==> src/rtl/block_motion_sequencer.sv <==
`default_nettype none
// ============================================================================
// Module      : block_motion_sequencer
// Description : Moves the 10x10 player block on the 640x480 VGA field.
//               The system clock is divided into a move tick. On each tick
//               the four button requests are sampled. One of them is granted
//               round-robin, and a single bounded step is applied: the block
//               wraps horizontally and is clamped vertically above the sand.
// Ports       : clk          - system clock
//               rst          - asynchronous active-high reset
//               enable_i     - tick divider runs while high
//               right_i      - move-right request (index 0)
//               left_i       - move-left request (index 1)
//               down_i       - move-down request (index 2)
//               up_i         - move-up request (index 3)
//               xpos_o       - block centre hCount
//               ypos_o       - block centre vCount
//               grant_o      - one-hot granted request
//               busy_o       - high while a move sequence is in progress
//               step_done_o  - one-cycle pulse after a position update
//               landed_o     - block is resting on the sand
// Revision    : 1.0 - initial release
// ============================================================================
module block_motion_sequencer #(
    parameter int TICK_DIV = 4,
    parameter int STEP     = 2,
    parameter int HALF     = 5,
    parameter int X_MIN    = 144,
    parameter int X_MAX    = 783,
    parameter int Y_MIN    = 35,
    parameter int SAND_TOP = 400,
    parameter int X_RST    = 450,
    parameter int Y_RST    = 250
) (
    input  logic       clk,
    input  logic       rst,
    input  logic       enable_i,
    input  logic       right_i,
    input  logic       left_i,
    input  logic       down_i,
    input  logic       up_i,
    output logic [9:0] xpos_o,
    output logic [9:0] ypos_o,
    output logic [3:0] grant_o,
    output logic       busy_o,
    output logic       step_done_o,
    output logic       landed_o
);

    localparam int              CNT_W      = $clog2(TICK_DIV);
    localparam logic [CNT_W-1:0] c_cnt_last = CNT_W'(TICK_DIV - 1);
    localparam logic [9:0]      c_step     = 10'(STEP);
    localparam logic [9:0]      c_x_lo     = 10'(X_MIN + HALF);
    localparam logic [9:0]      c_x_hi     = 10'(X_MAX - HALF);
    localparam logic [9:0]      c_y_lo     = 10'(Y_MIN + HALF);
    // Resting row: bottom edge of the block sits just above the sand.
    localparam logic [9:0]      c_y_hi     = 10'(SAND_TOP - HALF - 1);
    localparam logic [9:0]      c_x_rst    = 10'(X_RST);
    localparam logic [9:0]      c_y_rst    = 10'(Y_RST);

    typedef enum logic [1:0] {
        S_IDLE  = 2'd0,
        S_ARB   = 2'd1,
        S_APPLY = 2'd2
    } state_t;

    state_t           state_q;
    logic [CNT_W-1:0] cnt_q;
    logic [3:0]       req_q;
    logic [3:0]       grant_q;
    logic [1:0]       ptr_q;
    logic [9:0]       xpos_q;
    logic [9:0]       ypos_q;
    logic             busy_q;
    logic             step_done_q;
    logic             landed_q;

    logic             tick;
    logic [3:0]       grant_d;
    logic [1:0]       ptr_d;
    logic [9:0]       xpos_d;
    logic [9:0]       ypos_d;

    assign tick = enable_i && (cnt_q == c_cnt_last);

    // Round-robin search starting at the pointer position.
    always_comb begin
        logic       found;
        logic [1:0] idx;
        grant_d = '0;
        found   = 1'b0;
        idx     = '0;
        for (int i = 0; i < 4; i++) begin
            idx = ptr_q + 2'(i);
            if (!found && req_q[idx]) begin
                grant_d[idx] = 1'b1;
                found        = 1'b1;
            end
        end
    end

    // Pointer moves to the index just after the winner.
    always_comb begin
        ptr_d = ptr_q;
        case (grant_q)
            4'b0001: ptr_d = 2'd1;
            4'b0010: ptr_d = 2'd2;
            4'b0100: ptr_d = 2'd3;
            4'b1000: ptr_d = 2'd0;
            default: ptr_d = ptr_q;
        endcase
    end

    // Bounds are tested before any subtraction so nothing can underflow.
    always_comb begin
        xpos_d = xpos_q;
        ypos_d = ypos_q;
        if (grant_q[0]) begin
            xpos_d = (xpos_q + c_step > c_x_hi) ? c_x_lo : xpos_q + c_step;
        end else if (grant_q[1]) begin
            xpos_d = (xpos_q < c_x_lo + c_step) ? c_x_hi : xpos_q - c_step;
        end else if (grant_q[2]) begin
            ypos_d = (ypos_q + c_step >= c_y_hi) ? c_y_hi : ypos_q + c_step;
        end else if (grant_q[3]) begin
            ypos_d = (ypos_q < c_y_lo + c_step) ? c_y_lo : ypos_q - c_step;
        end
    end

    always_ff @(posedge clk or posedge rst) begin
        if (rst) begin
            state_q     <= S_IDLE;
            cnt_q       <= '0;
            req_q       <= '0;
            grant_q     <= '0;
            ptr_q       <= '0;
            xpos_q      <= c_x_rst;
            ypos_q      <= c_y_rst;
            busy_q      <= 1'b0;
            step_done_q <= 1'b0;
            landed_q    <= 1'b0;
        end else begin
            step_done_q <= 1'b0;
            if (enable_i) begin
                cnt_q <= tick ? '0 : cnt_q + CNT_W'(1);
            end
            case (state_q)
                S_IDLE: begin
                    if (tick) begin
                        req_q   <= {up_i, down_i, left_i, right_i};
                        busy_q  <= 1'b1;
                        state_q <= S_ARB;
                    end
                end
                S_ARB: begin
                    grant_q <= grant_d;
                    state_q <= S_APPLY;
                end
                S_APPLY: begin
                    xpos_q   <= xpos_d;
                    ypos_q   <= ypos_d;
                    landed_q <= (ypos_d == c_y_hi);
                    if (|grant_q) begin
                        ptr_q       <= ptr_d;
                        step_done_q <= 1'b1;
                    end
                    grant_q <= '0;
                    busy_q  <= 1'b0;
                    state_q <= S_IDLE;
                end
                default: begin
                    grant_q <= '0;
                    busy_q  <= 1'b0;
                    state_q <= S_IDLE;
                end
            endcase
        end
    end

    assign xpos_o      = xpos_q;
    assign ypos_o      = ypos_q;
    assign grant_o     = grant_q;
    assign busy_o      = busy_q;
    assign step_done_o = step_done_q;
    assign landed_o    = landed_q;

endmodule
`default_nettype wire

==> config.mk <==
export PLATFORM = sky130hd
export DESIGN_NAME = block_motion_sequencer
export DESIGN_NICKNAME = d
export VERILOG_FILES = /design/src/rtl/block_motion_sequencer.sv
export SDC_FILE = /design/constraint.sdc
export NUM_CORES = 1
export LEC_CHECK = 0
export ABC_AREA = 1
export CORE_MARGIN = 4
export CORE_UTILIZATION = 55
export DETAILED_ROUTE_END_ITERATION = 8
export PLACE_DENSITY = 0.84
export SETUP_SLACK_MARGIN = 0.3
export SYNTH_ARGS = -nofsm -noshare
export SYNTH_HDL_FRONTEND = slang
export SYNTH_SLANG_ARGS = --single-unit
==> constraint.sdc <==
create_clock -name clk -period 4.8 [get_ports clk]
set_input_delay 0.96 -clock clk [delete_from_list [all_inputs] [get_ports clk]]
set_output_delay 0.96 -clock clk [all_outputs]
set_load 0.005 [all_outputs]
==> run metrics, run 1 <==
Gate Count Post-Synth=438; first-pass GRT wire length=12200 um; clock skew=0.00880 ns; Via Count=2957; Seq pwr share=0.297; Syn Std Cell Area=0.00296 mm^2; syn nets=457; RSZ-0062 raised after global routing=false; Slew headroom=0.684; CP top delay family=flip-flops; Net Sw Frac=0.496; maximum clock rate=0.407 GHz; total gr overflow=0; most frequent cells in the layout=nand2_1 (100), inv_1 (62), nor2_1 (51), o21ai_0 (50), clkdlybuf4s50_1 (33); clock sink count=37; Worst VDD drop=0.356 mV; 1st-pass router iterations=5; post-route minimum period=2.45 ns; CP Capture Type=primary output; EDFF count, synth=0; Initial Util=0.573; synth-to-layout area growth=15.4%; total track usage=0.233; initial antenna violation count=0; gpl congestion=0.949; CTS clock-pin slew for the worst setup and hold paths=0.08 ns; WP buf/inv=1; DR WL/cell=13.0 um; WP data required=3.84 ns; CP Cell Sequence=clkdlybuf4s50_1; fraction of layout cells with a size suffix above 1=0.0953; arrival time of the worst setup path=1.49 ns; total power=0.00221 W; Root Buffer=clkbuf_8; slowest stage delay, CP=0.61 ns; Initial DRC Count=267; Crit-path slowest cell=dfrtp_1; clock network fraction of design power=0.101; Synth Flop Type=dfrtp_1; IO Port Bufs=33; cts bufs inserted=5; number of setup buffers added after CTS=0; CTS resizes=0; Worst Path Max Fanout=12; Leakage=1.62 nW; Final nets=490; row count=26; CP Launch Type=flop; via count of the first global-routing pass=2756; H-tree Lvls=2; WL final=7020 um; die height=81.4 um; Yosys warnings=0; HP Class=reg -> reg; Period Utilization, post-route=0.511; Final ANT Viol Nets=0; syn avg cell area=6.76 um^2; DIE AREA=0.00663 mm^2; Max Slew Vio Count=0; CTS tree=built; Cell variety after synth=38; status=finished, final reports clean; Boundary Pins=34; core area=0.00517 mm^2; combinational power share=0.602; Max-Cap Viols=0; WS Path Type=reg -> out; Clk Latency, worst-skew pair=0.29 ns; Final Hold Fails=0; most common cell after layout, fill and taps aside=nand2_1; largest net degree at the start of global routing=38; worst slew pin tran=0.474 ns; sw power=0.00110 W; diode count=0; DRC=0; Post-CTS Hold Buffers=0; Longest Clk Path Bufs=2; setup_tns=0 ns; drt via density=5.46; DP Wirelength=5380 um; DIE WIDTH=81.4 um; asr flop ratio synth=1.00; Int Pwr=0.00112 W; sequential fraction of the synthesis area=0.317; number of synthesized register bits=37; Setup violations, final=0; pwr dens=647 mW/mm^2
[path summary, 6_finish.rpt]
| check | start | to | slack (ns) | cells past startpoint |
|---|---|---|---|---|
| max | grant_o[2] | grant_o[2] | 2.35 | 1 |
| min | cnt_q[0] | cnt_q[0] | 0.48 | 1 |
| max reg2reg | grant_o[0] | landed_o | 2.54 | 12 |
| min reg2reg | cnt_q[0] | cnt_q[0] | 0.48 | 1 |
| max in group asynchronous | rst | ypos_o[6] | 3.36 | 3 |
| min in group asynchronous | rst | cnt_q[0] | 1.08 | 3 |
[power by group through the flow]
stage                     sequential (W)  combinational, W  clock, W
after global placement          0.000658           0.00128         0
final                           0.000658           0.00133  0.000223
after global routing            0.000684           0.00152  0.000242
after floorplan                 0.000596          0.000989         0
after CTS                       0.000656           0.00132  0.000226
after detailed placement        0.000661           0.00131         0
[kinds of logic (layout without fill, tap and decap cells)]
family                   count (synthesis)  after routing  share of synthesized area
AO/OA/AOI/OAI                           89             89                      0.163
XOR/XNOR                                11             11                     0.0325
adder cells (fa/ha/maj)                 12             12                     0.0507
buffers and inverters                   75            109                      0.105
flip-flops                              37             37                      0.317
multiplexers                             1              1                    0.00380
AND/OR/NAND/NOR                        213            213                      0.328
[cell usage after synthesis (3+ instances only)]
cell type  number  area (um^2)
o21ai_0        50          250
xor2_1         11         96.3
nor2_4          3         33.8
nand4_1         3         18.8
a21oi_1        17         85.1
nand3_2         3         30.0
a31oi_1         5         31.3
nand2_1       100          375
nand3_1        25          125
dfstp_2        10          263
dfrtp_1        27          676
nor3_1          4         20.0
o211ai_1        5         37.5
buf_6           3         33.8
o21ai_1         3         15.0
o22ai_1         3         18.8
inv_1          62          233
nand3b_1        3         22.5
a22oi_1         5         37.5
nand2_4         3         33.8
inv_2           3         11.3
nor2_1         51          191
ha_1           12          150
nand2_2         9         56.3
[cell type report]
type                            instances  area (um^2)
Fill cell                             452         1750
Tap cell                               70         87.6
Clock buffer                            8         90.1
Timing Repair Buffer                   34          338
Sequential cell                        37          938
Inverter                               67          253
Multi-Input combinational cell        326         1710
[layer usage]
| metal | wire (um) | global-route usage | vias to the layer above |
|---|---|---|---|
| met2 | 3350 | 0.366 | 102 |
| met4 | 104 | 0.0811 | 0 |
| li1 | - | - | 1475 |
| met3 | 393 | 0.0466 | 13 |
| met5 | 0 | 0 | - |
| met1 | 3180 | 0.318 | 1367 |
[through the flow]
stage          setup WS, ns  std cells   util  area [um^2]  hold slack (ns)
2_1_floorplan          2.88        438      -         2960            0.443
3_3_place_gp           2.65        534  0.644         3330            0.460
3_5_place_dp           2.65        534  0.644         3330            0.467
4_1_cts                2.35        542  0.661         3420            0.482
5_1_grt                2.28        542  0.661         3420            0.530
6_report               2.35        542  0.661         3420            0.478
[registers in the layout, indices dropped and copies added, names as in the netlist]
signal       cells
cnt_q            2
step_done_o      1
busy_o           1
ptr_q            2
xpos_o          10
state_q          2
landed_o         1
grant_o          4
ypos_o          10
req_q            4
Power figures use the tool's default switching activity.
==> inputs of run 2 (changes only) <==
CORE_UTILIZATION = 51   (was 55)
PLACE_DENSITY = 0.82   (was 0.84)
clock period = 2.15 ns   (was 4.8 ns; I/O delays follow)
==> run 2 against run 1 <==
  * The flow now finishes with violations (negative setup slack)
  * Register-to-register slack lost 2.6 ns
  * Critical path depth is 7 higher
  * Hold slack worse by 0.0077 ns
  * Non-clock buffer count is 42 higher
  * Sequential share of layout area shrank 4.4 points
  * Utilization grew 7.5 points
  * Power grew to 2.9 times the previous value
  * Clock skew up 0.0014 ns
  * Highest routed layer unchanged
==> run metrics, run 2 (synthesis results as in run 1) <==
fraction of layout cells with a size suffix above 1=0.290 (was 0.0953); Initial DRC Count=284 (was 267); largest net degree at the start of global routing=38 (unchanged); total track usage=0.233 (about the same); clock skew=0.0102 ns (was 0.00880 ns); worst slew pin tran=0.520 ns (was 0.474 ns); Final Instance Area=0.00410 mm^2 (was 0.00342 mm^2); WL final=9020 um (was 7020 um); DP Area=0.00342 mm^2 (was 0.00333 mm^2); drt via density=5.69 (was 5.46); pwr dens=1580 mW/mm^2 (was 647 mW/mm^2); core area=0.00557 mm^2 (was 0.00517 mm^2); total power=0.00648 W (was 0.00221 W); 1st-pass router iterations=6 (was 5); CP Launch Type=flop (unchanged); synth-to-layout area growth=38.4% (was 15.4%); Post-CTS Hold Buffers=0 (unchanged); DIE AREA=0.00709 mm^2 (was 0.00663 mm^2); DRC=0 (unchanged); Via Count=3334 (was 2957); RSZ-0062 raised after global routing=true (was false); Filler cells=392 (was 452); row count=27 (was 26); DIE WIDTH=84.2 um (was 81.4 um); worst setup margin=-0.0197 ns (was 2.35 ns); Final nets=532 (was 490); status=finished, violations left (was finished, final reports clean); Leakage=1.96 nW (was 1.62 nW); IO Port Bufs=33 (unchanged); WP data required=2.37 ns (was 3.84 ns); total gr overflow=0 (unchanged); DR WL/cell=15.4 um (was 13.0 um); Reg area=943 um^2 (was 938 um^2); Worst Path Max Fanout=5 (was 12); setup_tns=-0.0317 ns (was 0 ns); H-tree Lvls=2 (unchanged); Final Hold Fails=0 (unchanged); via count of the first global-routing pass=3024 (was 2756); CTS clock-pin slew for the worst setup and hold paths=0.08 ns (about the same); Setup violations, final=2 (was 0); CP Capture Type=flop (was primary output); CTS tree=built (unchanged); Max Slew Vio Count=0 (unchanged); Longest Clk Path Bufs=2 (unchanged); clock sink count=37 (unchanged); most frequent cells in the layout=nand2_1 (89), inv_1 (52), nor2_1 (45), buf_4 (36) (was nand2_1 (100), inv_1 (62), nor2_1 (51), o21ai_0 (50), clkdlybuf4s50_1 (33)); cts bufs inserted=5 (unchanged); WS Path Type=reg -> reg (was reg -> out); Period Utilization, post-route=1.01; Initial Util=0.532 (was 0.573); Root Buffer=clkbuf_8 (unchanged); Clk Latency, worst-skew pair=0.30 ns (was 0.29 ns); Placed Cells=544 (was 534); Slew headroom=0.653 (was 0.684); most common cell after layout, fill and taps aside=nand2_1 (unchanged); initial antenna violation count=0 (unchanged); gpl congestion=0.927 (was 0.949); Final Hold Slack=0.470 ns (was 0.478 ns); Boundary Pins=34 (unchanged); maximum clock rate=0.461 GHz; first-pass GRT wire length=13700 um (was 12200 um); HP Class=reg -> reg (unchanged); arrival time of the worst setup path=2.39 ns (was 1.49 ns); DP Wirelength=5480 um (was 5380 um); multi-input logic area=0.00201 mm^2 (was 0.00171 mm^2); Worst VDD drop=0.814 mV (was 0.356 mV); die height=84.2 um (was 81.4 um); post-route minimum period=2.17 ns; Cell Count, Final, Fillers Out=586 (was 542); Final ANT Viol Nets=0 (unchanged); Max-Cap Viols=0 (unchanged); failing checks=negative setup slack; diode count=0 (unchanged)
[run 2: repair_timing]
| item | 4_1_cts | 5_1_grt |
|---|---|---|
| buffers inserted | 19 | 15 |
| pin swaps | 10 | 15 |
| setup endpoints to repair | 27 | 32 |
| resized for setup | 32 | 69 |
[run 2: area by class of cell]
cell class              instances  area share
clock buffers                   7      0.0210
clock inverters                 1     0.00732
inverters                      67      0.0628
multi-input cells             326       0.491
flip-flops and latches         37       0.230
well taps                      72      0.0220
repair buffers                 76       0.166
[run 2: through the flow]
stage	setup WS, ns	utilization
after floorplan	0.299	-
after global placement	0.125	0.614
after detailed placement	0.108	0.614
after CTS	0.154	0.677
after global routing	-0.0727	0.736
final	-0.0197	0.736
[run 2: report_power, final]
group	internal [W]	leakage [nW]	switching [W]	total [W]
Combinational	0.00191	1.46	0.00254	0.00445
Clock	0.000378	0.0585	0.000257	0.000636
Sequential	0.00104	0.446	0.000364	0.00140
[run 2: metal layers]
metal  share of wire  track usage
met5               0            0
met4           0.036        0.104
met3           0.070       0.0500
met2            0.50        0.397
met1            0.40        0.283
[run 2: final timing paths]
| kind | from | to | slack (ns) | cells after the start |
|---|---|---|---|---|
| min | cnt_q[0] | cnt_q[0] | 0.47 | 1 |
| max in group asynchronous | rst | ypos_o[7] | 1.24 | 3 |
| min reg2reg | cnt_q[0] | cnt_q[0] | 0.47 | 1 |
| max reg2reg | xpos_o[1] | xpos_o[6] | -0.02 | 8 |
| max | xpos_o[1] | xpos_o[6] | -0.02 | 8 |
| min in group asynchronous | rst | xpos_o[4] | 0.54 | 3 |
[run 2: critical path: stages, from the launching register on]
cell and delay [ns]:
dfstp_2 0.64, nand3_1 0.14, xor2_1 0.32, nand3_1 0.17, nand3b_1 0.21, nand2_2 0.12
nand2_4 0.10, or2_0 0.24, a22oi_1 0.16
